`src/rtl/input_hub_pkg.sv`:
```
// input_hub_pkg: shared types and default constants for the player click front end.
package input_hub_pkg;

  // Ready-consensus FSM states
  typedef enum logic [1:0] {
    IDLE    = 2'd0,
    COLLECT = 2'd1,
    DONE    = 2'd2
  } hub_state_e;

  // Defaults sized for the 65 MHz pixel clock (~10 ms hold-off, ~1 ms debounce)
  localparam int HOLDOFF_DEFAULT  = 650000;
  localparam int DEBOUNCE_DEFAULT = 65000;
  localparam int MAX_PLAYERS      = 8;

  // Counter width able to hold 0..max_val; never narrower than one bit
  function automatic int cnt_width(input int max_val);
    return (max_val < 1) ? 1 : $clog2(max_val + 1);
  endfunction

endpackage

```
`src/rtl/input_channel.sv`:
```
// input_channel: one click source -- synchroniser, optional debounce, rise detect, hold-off.
// Optional: define INPUT_DEBOUNCE_EN to require DEBOUNCE_CYCLES stable samples before the
// synchronised level is believed.
module input_channel
  import input_hub_pkg::*;
#(
  parameter int SYNC_STAGES    = 2,
  parameter int HOLDOFF_CYCLES = HOLDOFF_DEFAULT
`ifdef INPUT_DEBOUNCE_EN
  ,
  parameter int DEBOUNCE_CYCLES = DEBOUNCE_DEFAULT
`endif
) (
  input  logic clk,
  input  logic rst,
  input  logic in_async,
  output logic level,
  output logic accepted,
  output logic dropped
);

  localparam int HW = cnt_width(HOLDOFF_CYCLES);

  logic [SYNC_STAGES-1:0] sync_reg;
  logic                   sync_out;
  logic                   prev_reg;
  logic                   rise;
  logic [HW-1:0]          holdoff_cnt_reg;
  logic                   dropped_reg;

  // Metastability chain: shift the raw level through SYNC_STAGES flops
  always_ff @(posedge clk) begin
    if (rst) begin
      sync_reg <= '0;
    end else begin
      sync_reg <= {sync_reg[SYNC_STAGES-2:0], in_async};
    end
  end

  assign sync_out = sync_reg[SYNC_STAGES-1];

`ifdef INPUT_DEBOUNCE_EN
  localparam int DW = cnt_width(DEBOUNCE_CYCLES);

  logic [DW-1:0] deb_cnt_reg;
  logic          stable_reg;

  // Debounce: adopt a new level only after DEBOUNCE_CYCLES consecutive differing samples
  always_ff @(posedge clk) begin
    if (rst) begin
      deb_cnt_reg <= '0;
      stable_reg  <= 1'b0;
    end else if (sync_out == stable_reg) begin
      deb_cnt_reg <= '0;
    end else if (deb_cnt_reg >= DW'(DEBOUNCE_CYCLES - 1)) begin
      deb_cnt_reg <= '0;
      stable_reg  <= sync_out;
    end else begin
      deb_cnt_reg <= deb_cnt_reg + 1'b1;
    end
  end

  assign level = stable_reg;
`else
  assign level = sync_out;
`endif

  // A rise is only accepted once the previous click's hold-off window has run out
  assign rise     = level & ~prev_reg;
  assign accepted = rise && (holdoff_cnt_reg == '0);
  assign dropped  = dropped_reg;

  // Edge history, hold-off countdown (saturates at 0) and the dropped-rise pulse
  always_ff @(posedge clk) begin
    if (rst) begin
      prev_reg        <= 1'b0;
      holdoff_cnt_reg <= '0;
      dropped_reg     <= 1'b0;
    end else begin
      prev_reg    <= level;
      dropped_reg <= rise && (holdoff_cnt_reg != '0);
      if (accepted) begin
        holdoff_cnt_reg <= HW'(HOLDOFF_CYCLES);
      end else if (holdoff_cnt_reg != '0) begin
        holdoff_cnt_reg <= holdoff_cnt_reg - 1'b1;
      end
    end
  end

endmodule

```
`src/rtl/player_input_hub.sv`:
```
// player_input_hub: N-channel click front end feeding game_fsm, plus ready-consensus FSM.
// Optional: define INPUT_DEBOUNCE_EN to debounce every channel (adds DEBOUNCE_CYCLES latency).
module player_input_hub
  import input_hub_pkg::*;
#(
  parameter int N_PLAYERS      = 2,
  parameter int SYNC_STAGES    = 2,
  parameter int HOLDOFF_CYCLES = HOLDOFF_DEFAULT
`ifdef INPUT_DEBOUNCE_EN
  ,
  parameter int DEBOUNCE_CYCLES = DEBOUNCE_DEFAULT
`endif
) (
  input  logic                 clk,
  input  logic                 rst,
  input  logic [N_PLAYERS-1:0] in_async,
  input  logic                 enable,
  input  logic                 arm,
  output logic [N_PLAYERS-1:0] click_pulse,
  output logic [N_PLAYERS-1:0] click_level,
  output logic [N_PLAYERS-1:0] dropped,
  output logic [N_PLAYERS-1:0] ready_mask,
  output logic                 all_ready
);

  logic [N_PLAYERS-1:0] accepted;
  logic [N_PLAYERS-1:0] click_pulse_reg;
  logic [N_PLAYERS-1:0] ready_mask_reg;
  logic [N_PLAYERS-1:0] ready_mask_next;
  hub_state_e           state_reg;
  hub_state_e           state_next;

  for (genvar gi = 0; gi < N_PLAYERS; gi++) begin : g_channel
    input_channel #(
      .SYNC_STAGES   (SYNC_STAGES),
      .HOLDOFF_CYCLES(HOLDOFF_CYCLES)
`ifdef INPUT_DEBOUNCE_EN
      ,
      .DEBOUNCE_CYCLES(DEBOUNCE_CYCLES)
`endif
    ) u_channel (
      .clk     (clk),
      .rst     (rst),
      .in_async(in_async[gi]),
      .level   (click_level[gi]),
      .accepted(accepted[gi]),
      .dropped (dropped[gi])
    );
  end

  // Game-facing pulses: accepted clicks are forwarded only while the game runs, never queued
  always_ff @(posedge clk) begin
    if (rst) begin
      click_pulse_reg <= '0;
    end else begin
      click_pulse_reg <= accepted & {N_PLAYERS{enable}};
    end
  end

  assign click_pulse = click_pulse_reg;
  assign ready_mask  = ready_mask_reg;

  // FSM state and ready mask registers
  always_ff @(posedge clk) begin
    if (rst) begin
      state_reg      <= IDLE;
      ready_mask_reg <= '0;
    end else begin
      state_reg      <= state_next;
      ready_mask_reg <= ready_mask_next;
    end
  end

  // Consensus: arm restarts collection (same-cycle clicks count); full mask gives one DONE cycle
  always_comb begin
    state_next      = state_reg;
    ready_mask_next = ready_mask_reg;
    all_ready       = 1'b0;
    case (state_reg)
      IDLE: begin
        if (arm) begin
          state_next      = COLLECT;
          ready_mask_next = accepted;
        end
      end
      COLLECT: begin
        if (arm) begin
          ready_mask_next = accepted;
        end else begin
          ready_mask_next = ready_mask_reg | accepted;
          if (ready_mask_reg == '1) begin
            state_next = DONE;
          end
        end
      end
      DONE: begin
        all_ready  = 1'b1;
        state_next = IDLE;
        if (arm) begin
          state_next      = COLLECT;
          ready_mask_next = accepted;
        end
      end
      default: begin
        state_next = IDLE;
      end
    endcase
  end

endmodule

```
`config.mk`:
```
export PLATFORM = sky130hd
export DESIGN_NAME = player_input_hub
export DESIGN_NICKNAME = d
export VERILOG_FILES = /design/src/rtl/input_hub_pkg.sv /design/src/rtl/input_channel.sv /design/src/rtl/player_input_hub.sv
export SDC_FILE = /design/constraint.sdc
export NUM_CORES = 1
export LEC_CHECK = 0
export ABC_AREA = 1
export BUFFER_PORTS_ARGS = -buffer_cell sky130_fd_sc_hd__buf_2
export CAP_MARGIN = 20
export CORE_ASPECT_RATIO = 2
export CORE_MARGIN = 1
export CORE_UTILIZATION = 45
export DETAILED_ROUTE_END_ITERATION = 12
export PLACE_DENSITY_LB_ADDON = 0.1
export SYNTH_ARGS = -nofsm -noshare
export SYNTH_HDL_FRONTEND = slang
export SYNTH_SLANG_ARGS = --single-unit
```
`constraint.sdc`:
```
create_clock -name clk -period 3.7 [get_ports clk]
set_input_delay 0.37 -clock clk [delete_from_list [all_inputs] [get_ports clk]]
set_output_delay 0.37 -clock clk [all_outputs]
set_load 0.01 [all_outputs]
```
After elaboration in Yosys (flattened, before gate mapping)

Index checks and enable logic that the tools add are counted.

$add $sub $neg: 2
Bitwise operators: 6
Mux-type cells: 13
Equality and inequality tests: 7
Reduce and logical (&&, ||, !) cells: 17

Operator list:

| kind                    | number |
|---|---|
| $mux W20                | 4 |
| $logic_not A20 Y1       | 2 |
| $reduce_bool A20 Y1     | 2 |
| $sub A20 B1 Y20 const B | 2 |
| $mux W2                 | 5 |
| $ne A2 B2 Y1 const B    | 3 |
| $pmux W2 S3             | 1 |
| $reduce_bool A2 Y1      | 3 |
| $reduce_or A2 Y1        | 3 |
| $eq A2 B2 Y1 const B    | 2 |
| $logic_and A1 B1 Y1     | 4 |
| $pmux W2 S2             | 1 |
| $reduce_and A3 Y1       | 1 |
| $and A1 B1 Y1           | 2 |
| $and A2 B2 Y2           | 1 |
| $eq A2 B1 Y1 const B    | 1 |
| $logic_not A2 Y1        | 1 |
| $mux W1                 | 2 |
| $ne A2 B1 Y1 const B    | 1 |
| $not A1 Y1              | 2 |
| $or A2 B2 Y2            | 1 |
| $reduce_and A2 Y1       | 1 |

Output and inout port bits: 9
Register bits after elaboration: 54
Input bits: 6
Logic and storage cells: 58

Depth between registers and ports, before layout

Gate-level depths: netlist of run 1.

Depth after elaboration: 6
Depth in mapped cells: 9
Mapped depth without buffers: 9

Cells and area by module

A second synthesis of run 1 with hierarchy kept.

Cell total of the unflattened synthesis: 447
Area, all modules: 3098.0 um2

By module, submodules not included:

| module           | times used | cells each | area an instance (um2) | seq. area each (um2) |
|---|---|---|---|---|
| input_channel    | 2          | 208        | 1435.1                 | 480.5 |
| player_input_hub | 1          | 31         | 227.7                  | 120.1 |

Worst setup path before layout of run 1

OpenSTA, ideal clock, no wires.

Path type: register to register
From: register g_channel[0].u_channel.holdoff_cnt_reg[0]
To: register g_channel[0].u_channel.holdoff_cnt_reg[10]
Arrival time: 1.247 ns
Period minus slack after synthesis: 1.365 ns
Stages on the path, launching flop included: 8
Slack: 2.335 ns
Library setup time: 0.118 ns
Path buffers: 0
Data required time: 3.582 ns
Cells stage by stage: dfxtp_1 -> inv_1 -> ha_1 -> nand3_1 -> nor2_4 -> nand4_2 -> nand2_2 -> nor2_1

Word-level cells in the longest chain between the ends: 3
Elaborated cells on any way between the ends: 5
Those cells by class: 1 x add/sub; 4 x reduce/logical

Ends and longest elaborated chain:

| element                                                 | line                | RTL |
|---|---|---|
| start: declaration                                      | input_channel.sv:28 | `logic [HW-1:0] holdoff_cnt_reg;` |
| start signal: assignment                                | input_channel.sv:83 | `holdoff_cnt_reg <= HW'(HOLDOFF_CYCLES);` |
| start signal: assignment                                | input_channel.sv:85 | `holdoff_cnt_reg <= holdoff_cnt_reg - 1'b1;` |
| branches (longest 3 deep; another with $sub A20 B1 Y20) | --                  |  |

Parallel ways; which one is timed is not known.
A chain may end at the register's enable or synchronous reset.

Worst setup path in the final report of run 1

From: register g_channel[0].u_channel.holdoff_cnt_reg[0]
To: register g_channel[0].u_channel.holdoff_cnt_reg[8]

Word-level cells in the longest chain between the ends: 3
Elaborated cells on any way between the ends: 7
Those cells by class: 1 x add/sub; 2 x mux; 4 x reduce/logical

Ends and longest elaborated chain:

| element                                              | line |
|---|---|
| $sub A20 B1 Y20 or $logic_not A20 Y1 (tied branches) | input_channel.sv:85, input_channel.sv:70 |
| $mux W20 or $logic_and A1 B1 Y1 (tied branches)      | input_channel.sv:84, input_channel.sv:70 |
| $mux W20 or $reduce_bool A2 Y1 (tied branches)       | -- |

Parallel ways exist; a longest one is shown, timed or not. The select of a mux whose other input is x is not followed.

==> impl_metrics.json, run 1 <==
{
  "status": "complete, no violations",
  "clockBufferDepth": 2,
  "rows": 41,
  "grt_pass1_wl_um": 12300,
  "cts_buffers": 5,
  "synthFlopType": "dfxtp_1",
  "antenna_found_initial": 0,
  "gp_congestion": 0.936,
  "tns_ns": 0,
  "routed_wl_um": 7560,
  "critPathCaptureType": "register",
  "ant_nets": 0,
  "vias": 2700,
  "hold_viol": 0,
  "n_antenna_cell": 0,
  "max_cap_viol_count": 0,
  "crit_top_cell": "nand2_1",
  "required_ns": 3.88,
  "post-route-period-util": 0.461,
  "path_max_fanout": 11,
  "synth-simple-area-share": 0.446,
  "synth_compound_area_frac": 0.0669,
  "synth-seq-area-share": 0.359,
  "wire_per_inst_um": 14.3,
  "synth_edf_count": 0,
  "irDropWorstVdd_uv": 594,
  "synth_xor_area_frac": 0.0378,
  "cpPeakStageDelay_ns": 0.40,
  "p_total_w": 0.00366,
  "drt_pre_antenna_iters": 4,
  "synth_fa_ha_area_frac": 0.0166,
  "core_area_sq_um": 6360,
  "via_per_inst": 5.11,
  "drv_slew": 0,
  "syn_area_sq_um": 3010,
  "die_y_um": 118,
  "start_kind": "register",
  "critPathArrivalTime_ns": 1.88,
  "cp_cell_sequence": "inv_1, ha_1, nand2_1, nor2_2, nand3_1, nand2_1, a21oi_1",
  "synthMuxAreaShare": 0,
  "io_pins": 15,
  "insertion_delay_ns": 0.31,
  "drt_iter0_markers": 173,
  "post_cts_buffers": 0,
  "drc": 0,
  "cts_max_level": 2,
  "cts_hold_buf": 0,
  "slew_headroom": 0.657,
  "rsz0062_at_grt": "no",
  "hold_path.class": "input port to register",
  "design_area_sq_um": 3290,
  "synth_top_family_by_area": "simple AND/OR/NAND/NOR gates",
  "clock-sinks": 54,
  "powerDensity_nw_per_um2": 1110,
  "setup_violations": 0,
  "slowest_stage": "nand3_1",
  "largest_reg_flops": 40,
  "period_needed_ns": 1.71,
  "die_w_um": 59.8,
  "avgSynthCellArea_sq_um": 7.02,
  "synth_nets": 439,
  "grt_pass1_vias": 2633,
  "syn_to_final_growth_pct": 9.31,
  "critPathKind": "register to register",
  "crit_family": "simple AND/OR/NAND/NOR gates",
  "synthCells": 429,
  "io_buffer_count": 14,
  "clkTransAtPathRegs_ns": 0.08,
  "fill_cells": 685,
  "initial_core_util": 0.473,
  "yosys_warnings": 0,
  "track_usage": 0.236,
  "root_buffer": "clkbuf_16",
  "ctsResizeCount": 0,
  "grt_overflow": 0,
  "nNetsFinal": 451,
  "crit_buf_inv": 1,
  "tritoncts": "built",
  "synth_cell_types": 38,
  "dieArea_sq_um": 7040,
  "p_leak_nw": 1.59,
  "placed_cell_area_sq_um": 3140,
  "dp_hpwl_um": 5970,
  "ys_async_sr_fraction": 0,
  "max_freq_mhz": 586,
  "ys_ff_latch": 54,
  "grt_max_degree": 25,
  "fin_skew_ns": 0.0126,
  "worst_slew_pin_slew_ns": 0.513,
  "drive_above_1_share": 0.165
}
-- power breakdown --
part | internal [W] | switching, W
registers | 0.000768 | 0.000191
clock network | 0.000260 | 0.000239
logic | 0.000763 | 0.00144
-- layer usage --
layer / track usage / part of all wire / vias to the layer above
met5: 0 / 0 / -
met4: 0.135 / 0.052 / 0
met2: 0.460 / 0.59 / 54
li1: - / - / 1368
met3: 0.0319 / 0.020 / 27
met1: 0.210 / 0.34 / 1251
-- tightest hold or removal path, stage by stage --
cell	delay, ns
buf_2	0.09
inv_1	0.04
nor2_1	0.03
-- placed cells by master, fill, tap and decap left out, types with 2 or more instances in the layout --
cell       count
nand2_1      119
nor2_1        70
dfxtp_1       54
inv_1         40
a21oi_1       19
nand3_1       16
nor2_2        14
buf_2         14
nand3b_1      13
xor2_1        11
nand2_2        8
a21oi_2        7
nor2_4         6
nor3_1         5
o21ai_0        5
clkbuf_16      5
ha_1           4
nand3_4        3
nand4_2        3
nand4_1        3
clkinv_4       2
inv_2          2
xnor2_1        2
and2_1         2
nor3_2         2
-- layout make-up --
cell class | instances | area, sq um | area share
multi-input combinational | 322 | 1710 | 0.519
sequential | 54 | 1080 | 0.328
inverter | 44 | 170 | 0.0517
clock buffer | 5 | 125 | 0.0380
tap | 86 | 108 | 0.0327
timing repair buffer | 14 | 70.1 | 0.0213
clock inverter | 3 | 28.8 | 0.00874
-- through the flow --
stage	hold WS, ns	setup slack, ns	std cells	util
floorplan	0.388	2.34	429	-
global placement	0.389	2.00	520	0.493
detailed placement	0.402	1.99	520	0.493
CTS	0.266	2.03	528	0.518
global route	0.287	1.85	528	0.518
finish	0.272	1.99	528	0.518
-- path summary, 6_finish.rpt --
| kind | to | cells past startpoint | slack, ns | startpoint |
|---|---|---|---|---|
| max | g_channel[0].u_channel.holdoff_cnt_reg[8] | 7 | 1.99 | g_channel[0].u_channel.holdoff_cnt_reg[0] |
| min | g_channel[0].u_channel.sync_reg[0] | 3 | 0.27 | in_async[0] |
| max reg2reg | g_channel[0].u_channel.holdoff_cnt_reg[8] | 7 | 1.99 | g_channel[0].u_channel.holdoff_cnt_reg[0] |
| min reg2reg | g_channel[0].u_channel.sync_reg[1] | 2 | 0.41 | g_channel[0].u_channel.sync_reg[0] |
-- synthesized netlist by cell type, drive strengths merged (4+ instances only) --
| master | n | share of area |
|---|---|---|
| inv | 42 | 0.052 |
| buf | 7 | 0.015 |
| o21ai | 6 | 0.010 |
| nand2 | 128 | 0.17 |
| nand3 | 19 | 0.044 |
| nor3 | 7 | 0.015 |
| nor2 | 91 | 0.15 |
| xor2 | 11 | 0.032 |
| ha | 4 | 0.017 |
| a21oi | 26 | 0.052 |
| dfxtp | 54 | 0.36 |
| nand3b | 13 | 0.032 |
| nand4 | 6 | 0.019 |
-- cell families after synthesis --
logic type / Yosys count
simple gates: 271
buf+inv: 53
xor+xnor: 13
flops: 54
fa+ha+maj: 4
compound gates: 34
Power figures use the tool's default switching activity.
==> inputs of run 2 (changes only) <==
- clock period: 3.7 -> 1.65 ns (I/O delays scaled with it)
==> impl_metrics.json, run 2 (synthesized netlist as in run 1, its figures left out) <==
{
  "root_buffer": "clkbuf_16",
  "design_area_sq_um": 3370,
  "max_freq_mhz": 652,
  "io_buffer_count": 14,
  "irDropWorstVdd_uv": 1230,
  "core_area_sq_um": 6360,
  "placed_cell_area_sq_um": 3220,
  "multi_input_area_sq_um": 1710,
  "via_per_inst": 5.06,
  "status": "complete, no violations",
  "antenna_found_initial": 0,
  "cp_cell_sequence": "inv_1, ha_1, nand3_1, nor2_2, nand4_2, nand2_2, nor3b_1",
  "die_w_um": 59.8,
  "worst_slew_pin_slew_ns": 0.455,
  "tritoncts": "built",
  "grt_max_degree": 24,
  "cp-startpoint": "g_channel[1].u_channel.holdoff_cnt_reg[0]",
  "period_needed_ns": 1.53,
  "grt_pass1_wl_um": 12500,
  "gp_congestion": 0.887,
  "rsz0062_at_grt": "no",
  "cts_buffers": 5,
  "syn_to_final_growth_pct": 12.0,
  "clkTransAtPathRegs_ns": 0.06,
  "timing.hold.ws_ns": 0.0755,
  "initial_core_util": 0.473,
  "crit_family": "simple AND/OR/NAND/NOR gates",
  "crit_cells": 7,
  "clock-sinks": 54,
  "start_kind": "register",
  "tns_ns": 0,
  "crit_end": "g_channel[1].u_channel.holdoff_cnt_reg[5]",
  "wire_per_inst_um": 14.4,
  "reg2regPathDepth": 7,
  "r2r_slack_ns": 0.12,
  "cts_max_level": 2,
  "grt_pass1_vias": 2742,
  "setup_violations": 0,
  "path_max_fanout": 9,
  "largest_reg_flops": 40,
  "slew_headroom": 0.696,
  "io_pins": 15,
  "critPathArrivalTime_ns": 1.71,
  "routed_wl_um": 7750,
  "pre_cts_ws_ns": 0.109,
  "insertion_delay_ns": 0.29,
  "drv_slew": 0,
  "ant_nets": 0,
  "dieArea_sq_um": 7040,
  "critPathKind": "register to register",
  "timing.rr.end": "g_channel[1].u_channel.holdoff_cnt_reg[5]",
  "r2r_start": "g_channel[1].u_channel.holdoff_cnt_reg[0]",
  "drt_iter0_markers": 115,
  "dp_hpwl_um": 6200,
  "powerDensity_nw_per_um2": 2470,
  "slowest_stage": "dfxtp_1",
  "die_y_um": 118,
  "final_util": 0.530,
  "nNetsFinal": 462,
  "hold_viol": 0,
  "cpPeakStageDelay_ns": 0.33,
  "vias": 2729,
  "max_cap_viol_count": 0,
  "seq_area_sq_um": 1080,
  "post_cts_buffers": 0,
  "required_ns": 1.83,
  "drive_above_1_share": 0.183,
  "drc": 0,
  "clockBufferDepth": 2,
  "setup_slack_ns": 0.117,
  "fin_skew_ns": 0.00720,
  "post-route-period-util": 0.929,
  "track_usage": 0.242,
  "layout_commonest_cell": "nand2_1",
  "drt_pre_antenna_iters": 5,
  "crit_buf_inv": 1,
  "grt_overflow": 0,
  "hold_path.class": "input port to register",
  "critPathCaptureType": "register",
  "rows": 41,
  "cts_hold_buf": 0,
  "fill_cells": 709,
  "p_leak_nw": 1.65,
  "n_antenna_cell": 0,
  "final_cell_mix": "119 x nand2_1, 70 x nor2_1, 54 x dfxtp_1"
}
## run 2: cell count changes in the layout (fill, tap and decap cells not counted)
| cell | delta |
|---|---|
| clkbuf_8 | +1 |
| clkbuf_1 | +1 |
| clkinv_4 | -1 |
| buf_4 | +11 |
| inv_6 | -1 |
| nor2_4 | +1 |
| inv_8 | -1 |
| nor2_2 | -1 |
| clkinv_2 | +1 |
## run 2: tightest hold or removal path: stages
cell and delay, ns:
buf_2 0.07, inv_1 0.03, nor2_1 0.06
## run 2: area by class of cell
type	instances	area share
timing repair buffer	25	0.0453
inverter	44	0.0504
sequential	54	0.320
clock buffer	7	0.0423
tap	86	0.0319
multi-input combinational	322	0.508
clock inverter	1	0.00148
## run 2: worst min path at each step
stage | startpoint | end | slack (ns) | cells after the start
CTS | in_async[1] | g_channel[1].u_channel.sync_reg[0] | 0.07 | 3
floorplan | rst | g_channel[0].u_channel.holdoff_cnt_reg[4] | 0.23 | 1
finish | in_async[1] | g_channel[1].u_channel.sync_reg[0] | 0.08 | 3
global placement | in_async[0] | g_channel[0].u_channel.sync_reg[0] | 0.36 | 3
detailed placement | in_async[1] | g_channel[1].u_channel.sync_reg[0] | 0.38 | 3
global route | in_async[0] | g_channel[0].u_channel.sync_reg[0] | 0.08 | 3
## run 2: report_power, final
group          leakage (nW)  internal, W  total [W]  switching [W]
Combinational          1.13      0.00183    0.00514        0.00332
Sequential            0.443      0.00172    0.00213       0.000406
Clock                0.0739     0.000603    0.00107       0.000464
## run 2: per-layer routing
| metal | up-vias | global-route usage | share of wire |
|---|---|---|---|
| li1 | 1393 | - | - |
| met5 | - | 0 | 0 |
| met3 | 38 | 0.0429 | 0.023 |
| met2 | 54 | 0.463 | 0.57 |
| met1 | 1244 | 0.205 | 0.33 |
| met4 | 0 | 0.163 | 0.071 |
## run 2: repair_timing
item	in CTS	in global routing
endpoints found under the setup margin	0	1
hold endpoints to repair	0	0
gates resized for setup	0	1
## run 2: through the flow
stage	instances	power [W]
3_5_place_dp	531	0.00726
4_1_cts	539	0.00836
3_3_place_gp	531	0.00721
2_1_floorplan	429	0.00608
5_1_grt	539	0.00909
6_report	539	0.00834
==> inputs of run 3 (changes only) <==
- ABC_AREA: 1 -> 0
==> impl_metrics.json, run 3 <==
{
  "status": "complete, but fails checks",
  "violations": "setup timing",
  "setup_violations": 29,
  "synth-simple-area-share": 0.296,
  "clock-sinks": 54,
  "final_cell_mix": "80 x buf_4, 44 x dfxtp_1, 17 x nor2_1, 17 x a21oi_1, 16 x nor3_1",
  "ys_top_cells_by_count": "54 x dfxtp_1, 25 x nor3_1, 21 x a21oi_1",
  "rows": 38,
  "root_buffer": "clkbuf_8",
  "netlist.area_leader.share": 0.432,
  "post-route-period-util": 1.24,
  "critPathCaptureType": "register",
  "tns_ns": -6.90,
  "syn_to_final_growth_pct": 60.2,
  "clockBufferDepth": 2,
  "yosys_warnings": 0,
  "stdcell_count": 451,
  "tritoncts": "built",
  "grt_overflow": 0,
  "final_util": 0.746,
  "post-place-cells": 429,
  "antenna_found_initial": 0,
  "initial_core_util": 0.466,
  "synth_cell_types": 46,
  "syn_area_sq_um": 2500,
  "crit_buf_inv": 0,
  "dp_hpwl_um": 5180,
  "synthCells": 285,
  "cts_max_level": 2,
  "nNetsFinal": 400,
  "die_y_um": 107,
  "layout_commonest_cell": "buf_4",
  "critPathArrivalTime_ns": 2.24,
  "drc": 0,
  "synth_edf_count": 0,
  "synth_compound_area_frac": 0.184,
  "routed_wl_um": 7870,
  "setup_slack_ns": -0.398,
  "synth_fa_ha_area_frac": 0.0200,
  "largest_reg_flops": 40,
  "crit_top_cell": "or3_4",
  "seq_area_sq_um": 1100,
  "cts_buffers": 5,
  "slowest_stage": "or4_4",
  "cpPeakStageDelay_ns": 0.54,
  "synth_xor_area_frac": 0.0210,
  "synthMuxAreaShare": 0.00800,
  "crit_family": "simple AND/OR/NAND/NOR gates",
  "synth_top_area_cell": "dfxtp_1",
  "clkTransAtPathRegs_ns": 0.10,
  "grt_max_degree": 36,
  "synth_nets": 295,
  "worst_slew_pin_slew_ns": 0.724,
  "slew_headroom": 0.517,
  "path_max_fanout": 5,
  "yosysMostFrequentCell": "dfxtp_1",
  "multi_input_area_sq_um": 1840,
  "core_area_sq_um": 5370,
  "cts_hold_buf": 0,
  "grt_pass1_wl_um": 11800,
  "track_usage": 0.283,
  "drive_above_1_share": 0.499,
  "io_pins": 15,
  "n_antenna_cell": 0,
  "ys_ff_latch": 54,
  "hold_viol": 0,
  "hold_path.class": "input port to register",
  "cp_cell_sequence": "or3_4, or4_4, or3_4, a211oi_2, a211oi_1",
  "fin_skew_ns": 0.00992,
  "gp_congestion": 0.831,
  "via_per_inst": 5.86,
  "vias": 2641,
  "die_w_um": 54.7,
  "wire_per_inst_um": 17.4,
  "start_kind": "register",
  "period_needed_ns": 2.05,
  "grt_pass1_vias": 2564,
  "synthFlopType": "dfxtp_1",
  "io_buffer_count": 14,
  "critPathKind": "register to register",
  "fill_cells": 403,
  "rsz0062_at_grt": "yes",
  "ant_nets": 0,
  "drv_slew": 0,
  "yosys-top-cells-area": "dfxtp_1 43%, a211oi_1 5.1%, nor3_1 5.0%",
  "max_freq_mhz": 488,
  "dieArea_sq_um": 5880,
  "drt_iter0_markers": 96,
  "synth_top_family_by_area": "simple AND/OR/NAND/NOR gates",
  "synth-seq-area-share": 0.432,
  "required_ns": 1.84,
  "avgSynthCellArea_sq_um": 8.78,
  "ys_async_sr_fraction": 0,
  "max_cap_viol_count": 0,
  "insertion_delay_ns": 0.32,
  "drt_pre_antenna_iters": 4
}
-- run 3: changes by cell type after synthesis, moves of 17 or more --
| cell | change |
|---|---|
| nor2_1 | -51 |
| nand2_1 | -101 |
| nor3_1 | +20 |
| a211oi_1 | +17 |
| inv_1 | -32 |
-- run 3: cells by family after synthesis --
logic type               after synthesis
AND/OR/NAND/NOR                      132
XOR/XNOR                               6
buffers and inverters                 20
adder cells (fa/ha/maj)                4
flip-flops                            54
multiplexers                           2
AO/OA/AOI/OAI                         67
-- run 3: path summary, 6_finish.rpt --
path | slack (ns) | startpoint | depth (start not counted) | to
setup reg to reg | -0.40 | g_channel[1].u_channel.holdoff_cnt_reg[11] | 5 | g_channel[1].u_channel.holdoff_cnt_reg[4]
hold / removal | 0.05 | in_async[1] | 2 | g_channel[1].u_channel.sync_reg[0]
setup / recovery | -0.40 | g_channel[1].u_channel.holdoff_cnt_reg[11] | 5 | g_channel[1].u_channel.holdoff_cnt_reg[4]
hold reg to reg | 0.45 | g_channel[1].u_channel.sync_reg[0] | 1 | g_channel[1].u_channel.sync_reg[1]
-- run 3: timing repair --
item / in CTS / in global routing
cloned: 1 / 0
setup endpoints to repair: 42 / 43
buffers inserted: 9 / 5
pin swaps: 13 / 36
resized for setup: 40 / 57
-- run 3: area by class of cell --
type                       instances  area share
timing repair buffer             109       0.212
multi-input combinational        212       0.460
clock inverter                     3      0.0112
clock buffer                       5      0.0172
tap                               60      0.0187
sequential                        54       0.274
inverter                           8     0.00750
-- run 3: layer usage --
metal  routed length [um]  up-vias  track usage  share of wire
met5                    0        -            0              0
met4                  354        0        0.137          0.045
met3                  158       26       0.0480          0.020
met2                 4630       53        0.535           0.59
met1                 2730     1280        0.264           0.35
li1                     -     1282            -              -
-- run 3: stage by stage --
| step | worst slack, ns | hold slack (ns) | area, sq um |
|---|---|---|---|
| 3_5_place_dp | -0.392 | 0.381 | 3320 |
| 3_3_place_gp | -0.362 | 0.371 | 3320 |
| 2_1_floorplan | -0.377 | 0.242 | 2610 |
| 4_1_cts | -0.384 | 0.0439 | 3680 |
| 6_report | -0.398 | 0.0483 | 4010 |
| 5_1_grt | -0.512 | 0.0513 | 4010 |
Power of run 3 is not shown: default switching activity piles up to over one toggle a cycle in this logic, so the estimate is an artifact.
